===== config.mk =====
export PLATFORM = sky130hd
export DESIGN_NAME = fpu_issue_ctrl_flat
export DESIGN_NICKNAME = d
export VERILOG_FILES = /design/src/rtl/fpu_issue_ctrl_if.sv /design/src/rtl/fpu_issue_ctrl.sv /design/src/flat_wrapper.sv
export SDC_FILE = /design/constraint.sdc
export NUM_CORES = 1
export LEC_CHECK = 0
export CAP_MARGIN = 20
export CORE_AREA = 2 2 109 111
export CTS_CLUSTER_SIZE = 40
export DETAILED_ROUTE_END_ITERATION = 6
export DIE_AREA = 0 0 111 113
export PLACE_DENSITY_LB_ADDON = 0.25
export SETUP_SLACK_MARGIN = 0.3
export SYNTH_ARGS = -nofsm -noshare
export SYNTH_HDL_FRONTEND = slang
export SYNTH_SLANG_ARGS = --single-unit

===== constraint.sdc =====
create_clock -name clk -period 1.7 [get_ports clk]
set_input_delay 0.255 -clock clk [delete_from_list [all_inputs] [get_ports clk]]
set_output_delay 0.255 -clock clk [all_outputs]
set_load 0.02 [all_outputs]

===== src/rtl/fpu_issue_ctrl_if.sv =====
// Signal bundle between the FPU issue sequencer and its environment (core request side,
// FPU start/done side, FP register file write-back side).
interface fpu_issue_ctrl_if;
    logic        req_valid;
    logic        req_ready;
    logic [2:0]  req_op;
    logic [31:0] req_rs1;
    logic [31:0] req_rs2;
    logic [4:0]  req_rd;

    logic        fpu_start;
    logic [2:0]  fpu_op;
    logic [31:0] fpu_n1;
    logic [31:0] fpu_n2;
    logic [31:0] fpu_result;
    logic        fpu_done;

    logic        wb_valid;
    logic [4:0]  wb_rd;
    logic [31:0] wb_data;

    logic        stall;
    logic        err_illegal;
    logic        err_timeout;

    // The sequencer masters the FPU handshake and the write-back strobe.
    modport master (
        input  req_valid, req_op, req_rs1, req_rs2, req_rd, fpu_result, fpu_done,
        output req_ready, fpu_start, fpu_op, fpu_n1, fpu_n2,
               wb_valid, wb_rd, wb_data, stall, err_illegal, err_timeout
    );

    modport slave (
        output req_valid, req_op, req_rs1, req_rs2, req_rd, fpu_result, fpu_done,
        input  req_ready, fpu_start, fpu_op, fpu_n1, fpu_n2,
               wb_valid, wb_rd, wb_data, stall, err_illegal, err_timeout
    );
endinterface


===== src/rtl/fpu_issue_ctrl.sv =====
// FPU issue sequencer: one F-extension op at a time, start/done handshake, single-cycle write-back.
// Optional WAIT-state watchdog compiled in with `define FPU_ISSUE_TIMEOUT_EN.
module fpu_issue_ctrl #(
    parameter int unsigned TIMEOUT_CYCLES = 64
) (
    input  logic             clk,
    input  logic             rst_n,
    fpu_issue_ctrl_if.master bus
);

    typedef enum logic [1:0] {
        IDLE,
        ISSUE,
        WAIT,
        WB
    } state_t;

    localparam logic [2:0] OP_LAST_LEGAL = 3'b101;

    if (TIMEOUT_CYCLES < 2 || TIMEOUT_CYCLES > 1023) begin : g_bad_timeout
        $error("fpu_issue_ctrl: TIMEOUT_CYCLES must be within 2..1023");
    end

    state_t state;

`ifdef FPU_ISSUE_TIMEOUT_EN
    localparam logic [9:0] WAIT_LIMIT = 10'(TIMEOUT_CYCLES - 1);
    logic [9:0] wait_cnt;
`endif

    // Every output is a flop; pulses default low and are raised only for the cycle they belong to.
    always_ff @(posedge clk or negedge rst_n) begin
        if (!rst_n) begin
            state           <= IDLE;
            bus.req_ready   <= 1'b1;
            bus.stall       <= 1'b0;
            bus.fpu_start   <= 1'b0;
            bus.fpu_op      <= '0;
            bus.fpu_n1      <= '0;
            bus.fpu_n2      <= '0;
            bus.wb_valid    <= 1'b0;
            bus.wb_rd       <= '0;
            bus.wb_data     <= '0;
            bus.err_illegal <= 1'b0;
            bus.err_timeout <= 1'b0;
`ifdef FPU_ISSUE_TIMEOUT_EN
            wait_cnt        <= '0;
`endif
        end else begin
            bus.fpu_start   <= 1'b0;
            bus.wb_valid    <= 1'b0;
            bus.err_illegal <= 1'b0;
            bus.err_timeout <= 1'b0;

            case (state)
                IDLE: begin
                    if (bus.req_valid) begin
                        bus.fpu_op <= bus.req_op;
                        bus.fpu_n1 <= bus.req_rs1;
                        bus.fpu_n2 <= bus.req_rs2;
                        bus.wb_rd  <= bus.req_rd;
                        if (bus.req_op > OP_LAST_LEGAL) begin
                            bus.err_illegal <= 1'b1;
                        end else begin
                            state         <= ISSUE;
                            bus.fpu_start <= 1'b1;
                            bus.req_ready <= 1'b0;
                            bus.stall     <= 1'b1;
                        end
                    end
                end

                ISSUE: begin
                    state <= WAIT;
`ifdef FPU_ISSUE_TIMEOUT_EN
                    wait_cnt <= '0;
`endif
                end

                // A done pulse in the expiry cycle is checked first, so it still writes back.
                WAIT: begin
                    if (bus.fpu_done) begin
                        bus.wb_data  <= bus.fpu_result;
                        bus.wb_valid <= 1'b1;
                        state        <= WB;
                    end
`ifdef FPU_ISSUE_TIMEOUT_EN
                    else if (wait_cnt == WAIT_LIMIT) begin
                        bus.err_timeout <= 1'b1;
                        bus.req_ready   <= 1'b1;
                        bus.stall       <= 1'b0;
                        state           <= IDLE;
                    end else begin
                        wait_cnt <= wait_cnt + 10'd1;
                    end
`endif
                end

                WB: begin
                    state         <= IDLE;
                    bus.req_ready <= 1'b1;
                    bus.stall     <= 1'b0;
                end

                default: begin
                    state         <= IDLE;
                    bus.req_ready <= 1'b1;
                    bus.stall     <= 1'b0;
                end
            endcase
        end
    end

endmodule


===== src/flat_wrapper.sv =====
// flat-port wrapper written by rule: the top's interface ports become plain ports
module fpu_issue_ctrl_flat 
#(
    parameter int unsigned TIMEOUT_CYCLES = 64
)
  (clk, rst_n, bus_req_valid, bus_req_op, bus_req_rs1, bus_req_rs2, bus_req_rd, bus_fpu_result, bus_fpu_done, bus_req_ready, bus_fpu_start, bus_fpu_op, bus_fpu_n1, bus_fpu_n2, bus_wb_valid, bus_wb_rd, bus_wb_data, bus_stall, bus_err_illegal, bus_err_timeout);
  fpu_issue_ctrl_if bus_i ();
  input  logic clk;
  input  logic rst_n;
  input wire logic [$bits(bus_i.req_valid)-1:0] bus_req_valid;
  input wire logic [$bits(bus_i.req_op)-1:0] bus_req_op;
  input wire logic [$bits(bus_i.req_rs1)-1:0] bus_req_rs1;
  input wire logic [$bits(bus_i.req_rs2)-1:0] bus_req_rs2;
  input wire logic [$bits(bus_i.req_rd)-1:0] bus_req_rd;
  input wire logic [$bits(bus_i.fpu_result)-1:0] bus_fpu_result;
  input wire logic [$bits(bus_i.fpu_done)-1:0] bus_fpu_done;
  output wire logic [$bits(bus_i.req_ready)-1:0] bus_req_ready;
  output wire logic [$bits(bus_i.fpu_start)-1:0] bus_fpu_start;
  output wire logic [$bits(bus_i.fpu_op)-1:0] bus_fpu_op;
  output wire logic [$bits(bus_i.fpu_n1)-1:0] bus_fpu_n1;
  output wire logic [$bits(bus_i.fpu_n2)-1:0] bus_fpu_n2;
  output wire logic [$bits(bus_i.wb_valid)-1:0] bus_wb_valid;
  output wire logic [$bits(bus_i.wb_rd)-1:0] bus_wb_rd;
  output wire logic [$bits(bus_i.wb_data)-1:0] bus_wb_data;
  output wire logic [$bits(bus_i.stall)-1:0] bus_stall;
  output wire logic [$bits(bus_i.err_illegal)-1:0] bus_err_illegal;
  output wire logic [$bits(bus_i.err_timeout)-1:0] bus_err_timeout;
  assign bus_i.req_valid = bus_req_valid;
  assign bus_i.req_op = bus_req_op;
  assign bus_i.req_rs1 = bus_req_rs1;
  assign bus_i.req_rs2 = bus_req_rs2;
  assign bus_i.req_rd = bus_req_rd;
  assign bus_i.fpu_result = bus_fpu_result;
  assign bus_i.fpu_done = bus_fpu_done;
  assign bus_req_ready = bus_i.req_ready;
  assign bus_fpu_start = bus_i.fpu_start;
  assign bus_fpu_op = bus_i.fpu_op;
  assign bus_fpu_n1 = bus_i.fpu_n1;
  assign bus_fpu_n2 = bus_i.fpu_n2;
  assign bus_wb_valid = bus_i.wb_valid;
  assign bus_wb_rd = bus_i.wb_rd;
  assign bus_wb_data = bus_i.wb_data;
  assign bus_stall = bus_i.stall;
  assign bus_err_illegal = bus_i.err_illegal;
  assign bus_err_timeout = bus_i.err_timeout;
  fpu_issue_ctrl #(.TIMEOUT_CYCLES(TIMEOUT_CYCLES)) u_core (.clk(clk), .rst_n(rst_n), .bus(bus_i));
endmodule

=== Yosys cells after proc, flatten, opt, wreduce, memory -nomap -nowiden ===
Index checks and enable logic that the tools add are counted.

* Register bits after elaboration: 111
* Input bits: 108
* Word-level logic and storage cells: 42

* $lt $le $gt $ge: 1
* Eq/ne operators: 6
* Multiplexer cells: 18
* Reduce and logical (&&, ||, !) cells: 6

{| class="wikitable"
|+ Operator list
! operator !! count
|-
| 2-to-1 mux 1 bit || 12
|-
| case mux 2 bit (4 select lines) || 1
|-
| 2-to-1 mux 2 bit || 3
|-
| inequality test 2 bit (second input constant) || 3
|-
| AND reduction 3 bit || 2
|-
| == test 2 bit (second input constant) || 2
|-
| case mux 1 bit (2 select lines) || 2
|-
| AND reduction 2 bit || 2
|-
| > comparator 3 bit (second input constant) || 1
|-
| == test 2 x 1 -> 1 bit (second input constant) || 1
|-
| zero test 2 bit || 1
|-
| nonzero test 2 bit || 1
|}

=== Longest topological paths before layout ===
* Depth after elaboration: 4
* Mapped depth: 6
* Mapped depth without buffers: 5

=== Worst setup path before layout ===
No wires, ideal clock.

* Kind: register to register
* Start point: register u_core.state[0]
* End point: register u_core.bus.wb_data[0] in the netlist's numbering
* Setup time: 125 ps
* Arrival: 1327 ps
* Data required time: 1575 ps
* Path slack: 248 ps
* Cell stages (with the launch flop): 6
* Period minus slack after synthesis: 1452 ps
* Cells stage by stage: dfrtp_1 > inv_1 > ha_1 > nand2_1 > buf_2 > mux2_2

* Longest elaborated chain between the ends: 2

{| class="wikitable"
|+ RTL lines
! element !! line !! RTL
|-
| from (decl) || fpu_issue_ctrl.sv:24 || <nowiki>state_t state;</nowiki>
|-
| from (signal assigned) || fpu_issue_ctrl.sv:34 || <nowiki>state <= IDLE;</nowiki>
|-
| from (signal assigned) || fpu_issue_ctrl.sv:65 || <nowiki>state <= ISSUE;</nowiki>
|-
| from (signal assigned) || fpu_issue_ctrl.sv:74 || <nowiki>state <= WAIT;</nowiki>
|-
| == test 2 bit || fpu_issue_ctrl.sv:55 || <nowiki>case (state)</nowiki>
|-
| AND reduction 2 bit (no line) || - ||
|-
| to (signal assigned) || fpu_issue_ctrl.sv:83 || <nowiki>bus.wb_data <= bus.fpu_result;</nowiki>
|-
| to (decl) || fpu_issue_ctrl_if.sv:30 || <nowiki>wb_valid, wb_rd, wb_data, stall, err_illegal, err_timeout</nowiki>
|}

Every way passes these cells.
A chain may end at the register's enable or synchronous reset.

=== Worst setup path in the final report ===
* Start point: register u_core.state[1]
* End point: register u_core.state[1]

* Longest elaborated chain between the ends: 3
* Elaborated cells on any way between the ends: 9

{| class="wikitable"
|+ RTL lines
! element !! line
|-
| == test 2 bit / zero test 2 bit (equally long branches) || fpu_issue_ctrl.sv:55
|-
| inequality test 2 bit (no line) || -
|-
| AND reduction 3 bit (no line) || -
|}

Parallel ways exist; a longest one is shown, timed or not.

==> impl_metrics.yaml <==
run_status:
  status: "finished, final reports clean"
routing:
  drc: 0
  drtIter0Drc: 37
  drtAntennaViolNets: 0
  viasPerCell: 4.650
  wire_per_inst_um: 18.16
  dr.pass1.iters: 4
  wl_mm: 11.62
  vias: 2976
floorplan:
  rows: 39
  die_x_um: 111
  die_h_um: 113
  die-area_um2: 12540
  core_area_um2: 11270
  ios: 218
  start_util_pct: 39.35
grt:
  grt_pass1_vias: 3273
  busiest_layer: "met2"
  use_met2_pct: 32.72
  grt_pass1_wl_mm: 18.57
  grt_max_degree: 53
  grt_util_met1_pct: 22.92
  antenna_found_initial: 0
  grtUsageMet3_pct: 6.802
  gr-total-overflow: 0
  grt_use_total_pct: 19.26
synthesis:
  synth_top_area_share_pct: 62.06
  ys_types: 18
  syn_area_per_cell_um2: 17.67
  yosysSeqAreaShare_pct: 62.65
  synthTopCellsByArea: "dfrtp_1 62%, mux2_4 20%, mux2_2 12%"
  postSynthCellCount: 251
  syn_nets: 362
  yosys_warnings: 0
  netlist_area_um2: 4436
  yosysTopAreaCell: "dfrtp_1"
  synth_seq_cells: 111
setup_path:
  crit_chain: "inv_2, ha_4, buf_6, inv_4, a2bb2oi_4, mux2_4"
  worstPathArrival_ns: 1.73
  cpLargestDelayFamily: "flip-flops"
  worst-path-buf-inv: 3
  max_stage_delay_ns: 0.42
  critPathKind: "flop to flop"
  worstPathRequired_ns: 1.94
  worstSetupStartpointType: "flop"
  endpoint_kind: "flop"
  path_max_fanout: 3
  cpMaxStageDelayCell: "dfrtp_1"
sta:
  hold_viol: 0
  fin_worst_skew_ns: 0.006867
  post-route-min-period_ns: 1.490
  fmax_mhz: 671.0
  rsz0062_at_grt: "yes"
  fin_setup_tns_ns: 0
  finalSetupViolCount: 0
  drv_slew: 0
  timing.final.crit_share_pct: 87.67
worst_hold_path:
  hold_path_class: "primary input to async pin"
cts:
  cts-root-buf: "clkbuf_16"
  clock_sinks: 111
  ctsLongestPathBuffers: 2
  cts_tree: "built"
  clkTransAtPathRegs_ns: 0.07
  htree_levels: 3
  clk_latency_ns: 0.35
  cts_buffers: 9
cells_and_area:
  area_growth_pct: 65.44
  stdcell_count: 640
  layout-drive-gt1-share_pct: 31.19
  nets: 604
  final_cell_mix: "110 x dfrtp_1, 107 x dlygate4sd2_1, 105 x clkdlybuf4s50_1"
  num_antenna_cells: 0
  mostFrequentLayoutCell: "dfrtp_1"
  final_core_util_pct: 65.10
pwr:
  switching_share_pct: 35.87
  ir_drop_v: 0.001329
  p_comb_share_pct: 52.6
  seqPwrFrac_pct: 33.1
  leakagePower_nw: 3.553
  power_switching_mw: 5.045
  p_int_mw: 9.019
  clkPwrFrac_pct: 14.3
  powerDensity_nw_per_um2: 1917
placement:
  routabilityCongestion: 0.7376
  dp_hpwl_mm: 7.750
  post-place-cells: 607
  io_buffers: 216
run:
  maxCapViolations: 0
==> registers in the layout, indices dropped and copies added, names as in the netlist <==
name                    count
u_core.bus.fpu_n1          32
u_core.bus.fpu_n2          32
u_core.bus.wb_data         32
u_core.bus.wb_rd            5
u_core.bus.fpu_op           3
u_core.state                2
u_core.bus.err_illegal      1
u_core.bus.fpu_start        1
u_core.bus.req_ready        1
u_core.bus.stall            1
u_core.bus.wb_valid         1
==> cells in the mapped netlist, drive strengths merged <==
cell / instances
a21boi: 1
a21oi: 2
a2bb2oi: 1
buf: 12
conb: 1
dfrtp: 110
dfstp: 1
ha: 3
inv: 6
mux2: 105
mux2i: 2
nand2: 3
nor2: 2
o22a: 1
o2bb2ai: 1
==> metal layers <==
| layer | routed length [µm] | share of wire [%] |
|---|---|---|
| met5 | 0 | 0 |
| met4 | 256 | 2.2 |
| met3 | 765 | 6.6 |
| met2 | 5957 | 51 |
| met1 | 4642 | 40 |
==> per-stage QoR <==
| step | area (µm²) | hold WS (ns) | setup slack [ns] | power, mW |
|---|---|---|---|---|
| after CTS | 7248 | 0.3785 | 0.1999 | 14.03 |
| after global placement | 6820 | 0.1971 | 0.02497 | 12.21 |
| final | 7338 | 0.3775 | 0.2096 | 14.06 |
| after global routing | 7338 | 0.4059 | 0.1608 | 14.85 |
| after floorplan | 4483 | -0.04059 | 0.3041 | 8.912 |
| after detailed placement | 6820 | 0.2011 | -0.004025 | 12.37 |
==> cell type report <==
| class | count | area (µm²) |
|---|---|---|
| multi-input cells | 123 | 1622 |
| repair buffers | 242 | 2456 |
| flip-flops and latches | 111 | 2779 |
| fillers | 879 | 3934 |
| well taps | 143 | 178.9 |
| clock buffers | 15 | 277.8 |
| inverters | 6 | 25.02 |
==> path summary, 6_finish.rpt <==
check                                        end  cells after the start                   from  slack, ns
max                              u_core.state[1]                      6        u_core.state[1]       0.21
min                        u_core.bus.fpu_n2[26]                      2                  rst_n       0.38
max reg2reg                      u_core.state[1]                      6        u_core.state[1]       0.21
min reg2reg                u_core.bus.wb_data[0]                      1  u_core.bus.wb_data[0]       0.50
max in group asynchronous  u_core.bus.wb_data[3]                      3                  rst_n       0.69
min in group clk           u_core.bus.wb_data[0]                      1  u_core.bus.wb_data[0]       0.50
==> cell families (layout without fill, tap and decap cells) <==
family                   Yosys count  in the layout  share of synthesized area [%]
AO/OA/AOI/OAI                      6              6                          1.072
adder cells (fa/ha/maj)            3              3                         0.8464
buffers and inverters             18            263                          2.906
flip-flops                       111            111                          62.65
multiplexers                     107            107                          32.02
other                              1              1                        0.08455
AND/OR/NAND/NOR                    5              6                         0.4232
==> power groups by stage <==
stage / Sequential [mW] / Clock [mW] / Combinational, mW
finish: 4.66 / 2.01 / 7.39
global route: 4.86 / 2.19 / 7.79
CTS: 4.67 / 2.09 / 7.27
detailed placement: 4.74 / 0 / 7.63
global placement: 4.70 / 0 / 7.51
floorplan: 6.33 / 0 / 2.58
==> repair_timing <==
| item | in CTS | in global routing |
|---|---|---|
| hold buffers | 1 | 0 |
| gates resized for setup | 127 | 13 |
| gates cloned | 6 | 2 |
| setup endpoints to repair | 214 | 108 |
| hold endpoints to repair | 24 | 0 |
| setup buffers | 7 | 2 |
| pin swaps | 2 | 2 |
Power figures use the tool's default switching activity.
